## src/rtl/apb_arbiter_pkg.sv

```systemverilog
// ---------------------------------------------------------------------------
// apb_arb_pkg
// Shared types and widths for the two-requester APB arbiter.
//   ADDR_W/DATA_W/STRB_W/PROT_W : APB field widths
//   state_t                     : arbiter FSM state (IDLE, SETUP, ACCESS)
//   hold_t                      : captured request fields driven downstream
// ---------------------------------------------------------------------------
package apb_arb_pkg;

    localparam int ADDR_W = 32;
    localparam int DATA_W = 32;
    localparam int STRB_W = 4;
    localparam int PROT_W = 3;

    typedef enum logic [1:0] {
        ST_IDLE   = 2'd0,
        ST_SETUP  = 2'd1,
        ST_ACCESS = 2'd2
    } state_t;

    typedef struct packed {
        logic              pwrite;
        logic [ADDR_W-1:0] paddr;
        logic [DATA_W-1:0] pwdata;
        logic [STRB_W-1:0] pstrb;
        logic [PROT_W-1:0] pprot;
    } hold_t;

endpackage

```

## src/rtl/apb_arbiter_if.sv

```systemverilog
// ---------------------------------------------------------------------------
// apb_arbiter_if
// One APB link. The "master" modport is the side that issues transfers
// (drives psel/penable/pwrite/paddr/pwdata/pstrb/pprot); the "slave"
// modport answers them (drives pready/pslverr/prdata).
//
// Handshake: a transfer is requested while psel=1; the slave completes it
// in the cycle where psel=1, penable=1 and pready=1. pslverr and prdata are
// only meaningful in that completing cycle.
// ---------------------------------------------------------------------------
interface apb_arbiter_if;
    import apb_arb_pkg::*;

    logic              psel;
    logic              penable;
    logic              pwrite;
    logic [ADDR_W-1:0] paddr;
    logic [DATA_W-1:0] pwdata;
    logic [STRB_W-1:0] pstrb;
    logic [PROT_W-1:0] pprot;
    logic              pready;
    logic              pslverr;
    logic [DATA_W-1:0] prdata;

    modport master (
        output psel, penable, pwrite, paddr, pwdata, pstrb, pprot,
        input  pready, pslverr, prdata
    );

    modport slave (
        input  psel, penable, pwrite, paddr, pwdata, pstrb, pprot,
        output pready, pslverr, prdata
    );

endinterface

```

## src/rtl/apb_arbiter_rr.sv

```systemverilog
// ---------------------------------------------------------------------------
// apb_rr_arbiter
// Two-way grant selection, purely combinational.
//   req        : request vector, bit N = requester N
//   last_grant : index of the requester granted most recently
//   grant      : one-hot grant, zero when nothing is requested
// With RR_EN=1 a contested cycle goes to the requester not granted last;
// with RR_EN=0 requester 0 always wins a contest.
// ---------------------------------------------------------------------------
module apb_rr_arbiter #(
    parameter bit RR_EN = 1'b1
) (
    input  logic [1:0] req,
    input  logic       last_grant,
    output logic [1:0] grant
);

    always_comb begin
        grant = 2'b00;
        case (req)
            2'b01:   grant = 2'b01;
            2'b10:   grant = 2'b10;
            2'b11:   grant = (RR_EN && !last_grant) ? 2'b10 : 2'b01;
            default: grant = 2'b00;
        endcase
    end

endmodule

```

## src/rtl/apb_arbiter.sv

```systemverilog
// ---------------------------------------------------------------------------
// apb_arbiter
// Shares one downstream APB port between two APB requesters.
//   pclk, presetn : clock, synchronous active-low reset
//   s0, s1        : requester links (this block is their APB slave)
//   m             : downstream link (this block is its APB master)
//   dbg_state     : current FSM state
// Parameters:
//   TIMEOUT_CYC   : ACCESS cycles allowed without m.pready before the
//                   transfer is ended with an error response (1..65535)
//   RR_EN         : 1 = round-robin, 0 = fixed priority (requester 0 first)
// The winner's fields are captured in IDLE, so a requester dropping psel
// after the grant does not disturb the downstream transfer.
// ---------------------------------------------------------------------------
module apb_arbiter
    import apb_arb_pkg::*;
#(
    parameter int unsigned TIMEOUT_CYC = 255,
    parameter bit          RR_EN       = 1'b1
) (
    input  logic          pclk,
    input  logic          presetn,
    apb_arbiter_if.slave  s0,
    apb_arbiter_if.slave  s1,
    apb_arbiter_if.master m,
    output state_t        dbg_state
);

    // The timeout fires in the ACCESS cycle whose entry count is
    // TIMEOUT_CYC-1, i.e. the TIMEOUT_CYC-th ACCESS cycle without pready.
    localparam logic [15:0] WAIT_LAST = 16'(TIMEOUT_CYC - 1);

    state_t      state_q;
    hold_t       hold_q;
    logic        last_grant;
    logic [15:0] wait_cnt;

    logic [1:0]  req;
    logic [1:0]  grant;
    hold_t       s0_fields;
    hold_t       s1_fields;
    hold_t       win_fields;
    logic        in_xfer;
    logic        in_access;
    logic        timeout;
    logic        done;

    assign req = {s1.psel, s0.psel};

    apb_rr_arbiter #(.RR_EN(RR_EN)) u_rr (
        .req       (req),
        .last_grant(last_grant),
        .grant     (grant)
    );

    assign s0_fields  = '{pwrite: s0.pwrite, paddr: s0.paddr, pwdata: s0.pwdata,
                          pstrb: s0.pstrb, pprot: s0.pprot};
    assign s1_fields  = '{pwrite: s1.pwrite, paddr: s1.paddr, pwdata: s1.pwdata,
                          pstrb: s1.pstrb, pprot: s1.pprot};
    assign win_fields = grant[1] ? s1_fields : s0_fields;

    assign in_xfer   = (state_q == ST_SETUP) || (state_q == ST_ACCESS);
    assign in_access = (state_q == ST_ACCESS);
    assign timeout   = in_access && !m.pready && (wait_cnt == WAIT_LAST);
    assign done      = in_access && (m.pready || timeout);

    // last_grant doubles as the index of the transfer in flight.
    always_ff @(posedge pclk) begin
        if (!presetn) begin
            state_q    <= ST_IDLE;
            hold_q     <= '0;
            last_grant <= 1'b1;
            wait_cnt   <= '0;
        end else begin
            case (state_q)
                ST_IDLE: begin
                    if (|req) begin
                        hold_q     <= win_fields;
                        last_grant <= grant[1];
                        state_q    <= ST_SETUP;
                    end
                end
                ST_SETUP: begin
                    wait_cnt <= '0;
                    state_q  <= ST_ACCESS;
                end
                ST_ACCESS: begin
                    if (done) begin
                        state_q <= ST_IDLE;
                    end else begin
                        wait_cnt <= wait_cnt + 16'd1;
                    end
                end
                default: state_q <= ST_IDLE;
            endcase
        end
    end

    assign dbg_state = state_q;

    // Downstream port: everything forced low outside SETUP/ACCESS.
    assign m.psel    = in_xfer;
    assign m.penable = in_access;
    assign m.pwrite  = in_xfer & hold_q.pwrite;
    assign m.paddr   = in_xfer ? hold_q.paddr  : '0;
    assign m.pwdata  = in_xfer ? hold_q.pwdata : '0;
    assign m.pstrb   = in_xfer ? hold_q.pstrb  : '0;
    assign m.pprot   = in_xfer ? hold_q.pprot  : '0;

    // Responses steer to the granted requester only; a timeout reports an
    // error with zero read data.
    assign s0.pready  = done && !last_grant;
    assign s0.pslverr = done && !last_grant && (m.pready ? m.pslverr : 1'b1);
    assign s0.prdata  = (done && !last_grant && m.pready) ? m.prdata : '0;

    assign s1.pready  = done && last_grant;
    assign s1.pslverr = done && last_grant && (m.pready ? m.pslverr : 1'b1);
    assign s1.prdata  = (done && last_grant && m.pready) ? m.prdata : '0;

endmodule

```

## src/flat_wrapper.sv

```systemverilog
// flat-port wrapper written by rule: the top's interface ports become plain ports
module apb_arbiter_flat import apb_arb_pkg::*;
#(
    parameter int unsigned TIMEOUT_CYC = 255,
    parameter bit          RR_EN       = 1'b1
)
  (pclk, presetn, dbg_state, s0_psel, s0_penable, s0_pwrite, s0_paddr, s0_pwdata, s0_pstrb, s0_pprot, s0_pready, s0_pslverr, s0_prdata, s1_psel, s1_penable, s1_pwrite, s1_paddr, s1_pwdata, s1_pstrb, s1_pprot, s1_pready, s1_pslverr, s1_prdata, m_psel, m_penable, m_pwrite, m_paddr, m_pwdata, m_pstrb, m_pprot, m_pready, m_pslverr, m_prdata);
  apb_arbiter_if s0_i ();
  apb_arbiter_if s1_i ();
  apb_arbiter_if m_i ();
  input  logic pclk;
  input  logic presetn;
  output state_t dbg_state;
  input wire logic [$bits(s0_i.psel)-1:0] s0_psel;
  input wire logic [$bits(s0_i.penable)-1:0] s0_penable;
  input wire logic [$bits(s0_i.pwrite)-1:0] s0_pwrite;
  input wire logic [$bits(s0_i.paddr)-1:0] s0_paddr;
  input wire logic [$bits(s0_i.pwdata)-1:0] s0_pwdata;
  input wire logic [$bits(s0_i.pstrb)-1:0] s0_pstrb;
  input wire logic [$bits(s0_i.pprot)-1:0] s0_pprot;
  output wire logic [$bits(s0_i.pready)-1:0] s0_pready;
  output wire logic [$bits(s0_i.pslverr)-1:0] s0_pslverr;
  output wire logic [$bits(s0_i.prdata)-1:0] s0_prdata;
  input wire logic [$bits(s1_i.psel)-1:0] s1_psel;
  input wire logic [$bits(s1_i.penable)-1:0] s1_penable;
  input wire logic [$bits(s1_i.pwrite)-1:0] s1_pwrite;
  input wire logic [$bits(s1_i.paddr)-1:0] s1_paddr;
  input wire logic [$bits(s1_i.pwdata)-1:0] s1_pwdata;
  input wire logic [$bits(s1_i.pstrb)-1:0] s1_pstrb;
  input wire logic [$bits(s1_i.pprot)-1:0] s1_pprot;
  output wire logic [$bits(s1_i.pready)-1:0] s1_pready;
  output wire logic [$bits(s1_i.pslverr)-1:0] s1_pslverr;
  output wire logic [$bits(s1_i.prdata)-1:0] s1_prdata;
  output wire logic [$bits(m_i.psel)-1:0] m_psel;
  output wire logic [$bits(m_i.penable)-1:0] m_penable;
  output wire logic [$bits(m_i.pwrite)-1:0] m_pwrite;
  output wire logic [$bits(m_i.paddr)-1:0] m_paddr;
  output wire logic [$bits(m_i.pwdata)-1:0] m_pwdata;
  output wire logic [$bits(m_i.pstrb)-1:0] m_pstrb;
  output wire logic [$bits(m_i.pprot)-1:0] m_pprot;
  input wire logic [$bits(m_i.pready)-1:0] m_pready;
  input wire logic [$bits(m_i.pslverr)-1:0] m_pslverr;
  input wire logic [$bits(m_i.prdata)-1:0] m_prdata;
  assign s0_i.psel = s0_psel;
  assign s0_i.penable = s0_penable;
  assign s0_i.pwrite = s0_pwrite;
  assign s0_i.paddr = s0_paddr;
  assign s0_i.pwdata = s0_pwdata;
  assign s0_i.pstrb = s0_pstrb;
  assign s0_i.pprot = s0_pprot;
  assign s0_pready = s0_i.pready;
  assign s0_pslverr = s0_i.pslverr;
  assign s0_prdata = s0_i.prdata;
  assign s1_i.psel = s1_psel;
  assign s1_i.penable = s1_penable;
  assign s1_i.pwrite = s1_pwrite;
  assign s1_i.paddr = s1_paddr;
  assign s1_i.pwdata = s1_pwdata;
  assign s1_i.pstrb = s1_pstrb;
  assign s1_i.pprot = s1_pprot;
  assign s1_pready = s1_i.pready;
  assign s1_pslverr = s1_i.pslverr;
  assign s1_prdata = s1_i.prdata;
  assign m_psel = m_i.psel;
  assign m_penable = m_i.penable;
  assign m_pwrite = m_i.pwrite;
  assign m_paddr = m_i.paddr;
  assign m_pwdata = m_i.pwdata;
  assign m_pstrb = m_i.pstrb;
  assign m_pprot = m_i.pprot;
  assign m_i.pready = m_pready;
  assign m_i.pslverr = m_pslverr;
  assign m_i.prdata = m_prdata;
  apb_arbiter #(.TIMEOUT_CYC(TIMEOUT_CYC), .RR_EN(RR_EN)) u_core (.pclk(pclk), .presetn(presetn), .s0(s0_i), .s1(s1_i), .m(m_i), .dbg_state(dbg_state));
endmodule
```

## config.mk

```make
export PLATFORM = sky130hd
export DESIGN_NAME = apb_arbiter_flat
export DESIGN_NICKNAME = d
export VERILOG_FILES = /design/src/rtl/apb_arbiter_pkg.sv /design/src/rtl/apb_arbiter_if.sv /design/src/rtl/apb_arbiter_rr.sv /design/src/rtl/apb_arbiter.sv /design/src/flat_wrapper.sv
export SDC_FILE = /design/constraint.sdc
export NUM_CORES = 1
export LEC_CHECK = 0
export CAP_MARGIN = 5
export CORE_MARGIN = 10
export CORE_UTILIZATION = 37
export DETAILED_ROUTE_END_ITERATION = 7
export HOLD_SLACK_MARGIN = 0.15
export MAX_ROUTING_LAYER = met4
export PLACE_DENSITY = 0.81
export SLEW_MARGIN = 20
export SYNTH_ARGS = -nofsm -noshare
export SYNTH_HDL_FRONTEND = slang
export SYNTH_HIERARCHICAL = 1
export SYNTH_SLANG_ARGS = --single-unit
```

## constraint.sdc

```tcl
create_clock -name pclk -period 2.4 [get_ports pclk]
set_input_delay 0.6 -clock pclk [delete_from_list [all_inputs] [get_ports pclk]]
set_output_delay 0.6 -clock pclk [all_outputs]
set_load 0.005 [all_outputs]
```

After elaboration in Yosys (flattened, before gate mapping)
Cells that the tools add are included.
Cells by class
  $add $sub $neg: 1
  eq/ne operators: 9
  muxes and demuxes: 15
  bitwise gates (word level): 1
  reductions and logical operators: 19
Operators with widths (count)
  2-to-1 mux 32 bit: 4
  2-to-1 mux 72 bit: 1
  one-hot mux 16 bit (2 select lines): 1
  adder 16 x 1 -> 16 bit, second input constant: 1
  == test 16 x 8 -> 1 bit, second input constant: 1
  2-to-1 mux 16 bit: 1
  one-hot mux 2 bit (3 select lines): 2
  logical AND 1 bit: 9
  == test 2 bit, second input constant: 3
  2-to-1 mux 2 bit: 3
  AND reduction 2 bit: 3
  == test 2 x 1 -> 1 bit, second input constant: 2
  2-to-1 mux 4 bit: 1
  inequality test 2 bit, second input constant: 2
  2-to-1 mux 3 bit: 1
  zero test 1 bit: 2
  zero test 2 bit: 1
  logical OR 1 bit: 2
  inequality test 2 x 1 -> 1 bit, second input constant: 1
  nonzero test 2 bit: 1
  OR reduction 2 bit: 1
  AND 1 bit: 1
  2-to-1 mux 1 bit: 1
Word-level totals
  bits in registers: 91
  input port bits: 184
  output and inout bits: 144

Logic depth before layout (Yosys ltp)
  word-level depth: 8
  gate-level depth with buffers: 8
  mapped depth without buffers: 7

Cells and area by module
The synthesis kept the hierarchy.
Modules (own cells, without submodules)
  apb_arbiter: instances 1, cells an instance 613, area an instance 5158.7 sq um, sequential area each 1821.7 sq um
  apb_rr_arbiter: instances 1, cells an instance 3, area an instance 18.8 sq um, sequential area each 0.0 sq um

Least setup slack after synthesis
Ideal clock, no wire load.
  path type: reg-to-output
  start: reg u_core.state_q[0], in the netlist u_core/dbg_state[0]
  end: out s0_pslverr
  data arrival time: 1.457 ns
  data required time: 1.800 ns
  path slack: 0.343 ns
  stages on the path, launching flop included: 7
  buffers on the path: 0
  cells stage by stage: dfxtp_1 > inv_1 > ha_1 > nand3_1 > or2_1 > o21ai_1 > and3b_1
Between the ends
  cells in the longest elaborated chain, start to end: 7
Ends and longest elaborated chain
  start, declared: RTL line apb_arbiter.sv:33  | state_t state_q;
  start signal, assigned: RTL line apb_arbiter.sv:70  | state_q <= ST_IDLE;
  start signal, assigned: RTL line apb_arbiter.sv:80  | state_q <= ST_SETUP;
  start signal, assigned: RTL line apb_arbiter.sv:85  | state_q <= ST_ACCESS;
  == test 2 bit (*): RTL line apb_arbiter.sv:63  | assign in_access = (state_q == ST_ACCESS);
  via m_penable: RTL line flat_wrapper.sv:35  | output wire logic [$bits(m_i.penable)-1:0] m_penable;
  logical AND 1 bit (2 in a row): RTL line apb_arbiter.sv:64  | assign timeout = in_access && !m.pready && (wait_cnt == WAIT_LAST);
  logical OR 1 bit: RTL line apb_arbiter.sv:65  | assign done = in_access && (m.pready || timeout);
  logical AND 1 bit (*): RTL line apb_arbiter.sv:65
  logical AND 1 bit (*) (2 in a row): RTL line apb_arbiter.sv:113  | assign s0.pslverr = done && !last_grant && (m.pready ? m.pslverr : 1'b1);
  end, declared: RTL line flat_wrapper.sv:22  | output wire logic [$bits(s0_i.pslverr)-1:0] s0_pslverr;
The timed path passes the listed nets; every way through them passes the cells marked *.

Final worst setup path
  start: reg u_core.wait_cnt[14]
  end: out s0_pslverr
Between the ends
  cells in the longest elaborated chain, start to end: 6
Ends and longest elaborated chain
  start, declared: RTL line apb_arbiter.sv:36  | logic [15:0] wait_cnt;
  start signal, assigned: RTL line apb_arbiter.sv:91  | wait_cnt <= wait_cnt + 16'd1;
  == test 16 x 8 -> 1 bit: RTL line apb_arbiter.sv:64
  logical AND 1 bit: RTL line apb_arbiter.sv:64
  logical OR 1 bit: RTL line apb_arbiter.sv:65
  logical AND 1 bit: RTL line apb_arbiter.sv:65
  logical AND 1 bit (2 in a row): RTL line apb_arbiter.sv:113
Every way passes these cells.

==> impl_results.md <==
- Syn Std Cell Area: 5170 µm²
- Cells on Worst Hold Path: 2
- Vias in the first global route: 5,644
- Area grow syn2layout: 78.3%
- Total Die Area: 19,100 µm²
- Maxcap violations: 0
- Hpwl dp: 16,300 µm
- Final hold vios: 0
- Period utilization: 101%
- Num CTS Buffers: 9
- Hold slack: 494 ps
- FF+latch area: 1830 µm²
- Pre-CTS WS: -446 ps
- Clock sinks: 91
- Crit-path cells: nor4_4 > nand3_1 > or2_1 > o21ai_2 > and3b_1 > buf_4
- Cells after synthesis: 614
- Switch share: 28.9%
- Port Buf Inserts: 325
- CTS max path bufs: 2
- Die span in y: 138 µm
- 1st-pass router iterations: 5
- CP max FO: 4
- Fillers: 1,184
- Req. time, crit path: 1800 ps
- Slowest Stage Delay on Critical Path: 340 ps
- Reg2reg path depth: 8
- Final Critical Period: 2420 ps
- Critical path type: flop to primary output
- Worst-margin pin slew: 408 ps
- CP arrival: 1820 ps
- Vias: 5,641
- Peak supply drop: 0.401 mV
- Logic pwr share: 33.7%
- Remaining global-route overflow: 0
- Routed WL: 22,000 µm
- PwrDens: 542 nW/µm²
- Clk_skew: 6.43 ps
- Endpoints failing setup: 2
- Clk_lat worst skew: 340 ps
- RePlAce Congestion: 0.824
- Reg clk slew, reported paths: 60 ps
- WL/cell: 19.3 µm
- FP Rows: 43
- I/O Pins: 328
- Initial antenna violation count: 0
- Int Pwr: 0.00355 W
- Violated checks: setup timing
- Achievable Freq: 0.414 GHz
- Hold Path Class: flop to flop
- Via density: 4.95
- GR Util All Layers: 21.8%
- Slew headroom: 72.8%
- Post-route ant nets: 0
- CORE AREA: 13,800 µm²
- Initial Util: 37.5%
- Largest net degree at the start of global routing: 83
- RSZ-0062 raised after global routing: yes
- Drt initial violations: 362
- Critical Path End Type: primary output
- Placed insts: 1,106
- Critical path launch point type: flop
- Clock share of power: 30.2%
- H-tree levels: 3
- Layout Cells excl Fill: 1,140
- Die Wd: 138 µm
- TritonCTS clock tree: yes
- First-pass GRT wire length: 32,500 µm
- Layout cells sized above 1: 23.4%
- Final net count: 1,145
- Max-slew violations: 0
- Root buf cell: clkbuf_16
- DRC Markers: 0
- TNS Setup: -17.8 ps
- Setup ws final: -16.9 ps
- Final core utilization: 66.9%
- Yosys warns: 6
- Syn nets: 803
- Mean Syn Cell Area: 8.41 µm²
- Psw: 0.00144 W
- Leak Pwr: 3.97 nW
- Ant. Diodes: 0
- Flop pwr share: 36.0%
- Crit path max-delay cell type: dfxtp_2
- Status: finished with violations
- Area of the multi-input gates: 3270 µm²
[cells in the final DEF (no fill, tap or decap), drive strengths merged, types with 6 or more instances in the layout]
cell type        n
mux2i           75
nand3            8
nor2            80
clkbuf          61
dfxtp           91
clkdlybuf4s15   31
buf            109
o21ai            8
a211oi          74
dlygate4sd2     12
a21oi            7
and2           138
inv              6
nand2           23
clkdlybuf4s50  183
[metrics by stage]
step           cell area, µm²  power [W]
6_report                 9210    0.00499
4_1_cts                  9360    0.00511
5_1_grt                  9210    0.00524
2_1_floorplan            5170    0.00254
3_5_place_dp             8850    0.00345
3_3_place_gp             8850    0.00341
[metal layers]
metal / wire length, µm / track usage [%]
met1: 8550 / 23.4
met2: 11900 / 39.2
met3: 1220 / 5.48
met4: 358 / 5.55
met5: 0 / -
[sequential cells by signal, indices dropped and copies added, names as in the netlist]
register / flops
u_core/wait_cnt: 16
u_core/dbg_state: 2
u_core/hold_q: 72
u_core/last_grant: 1
[critical path, delay by kind of cell, from the launching register on]
| family | cells | cell delay (ps) |
|---|---|---|
| AND/OR/NAND/NOR | 4 | 880 |
| flip-flops | 1 | 340 |
| buffers and inverters | 1 | 130 |
| AO/OA/AOI/OAI | 1 | 120 |
[power by group through the flow]
stage | registers, W | logic, W | clock network [W]
after floorplan | 0.00180 | 0.000743 | 0
after global placement | 0.00182 | 0.00160 | 0
after detailed placement | 0.00183 | 0.00162 | 0
after CTS | 0.00180 | 0.00178 | 0.00153
after global routing | 0.00182 | 0.00183 | 0.00159
final | 0.00180 | 0.00168 | 0.00151
[worst paths after layout]
path / from / endpoint / slack, ps
setup / recovery: u_core/wait_cnt[14] / s0_pslverr / -20
hold / removal: u_core/hold_q[19] / u_core/hold_q[19] / 490
setup reg to reg: u_core/dbg_state[0] / u_core/wait_cnt[3] / 530
hold reg to reg: u_core/hold_q[19] / u_core/hold_q[19] / 490
[cell type report]
type,instances,share of cell area [%]
repair buffers,383,38.6
multi-input cells,465,35.5
flip-flops and latches,91,19.8
clock buffers,13,2.72
well taps,180,2.44
clock inverters,2,0.652
inverters,6,0.244
[what timing repair did]
action	CTS	global route
hold buffers	0	0
gates cloned	8	2
setup endpoints to repair	141	126
gates resized for setup	390	124
setup buffers	12	5
pin swaps	9	19
Note: power is estimated with default switching activity, not from simulation.
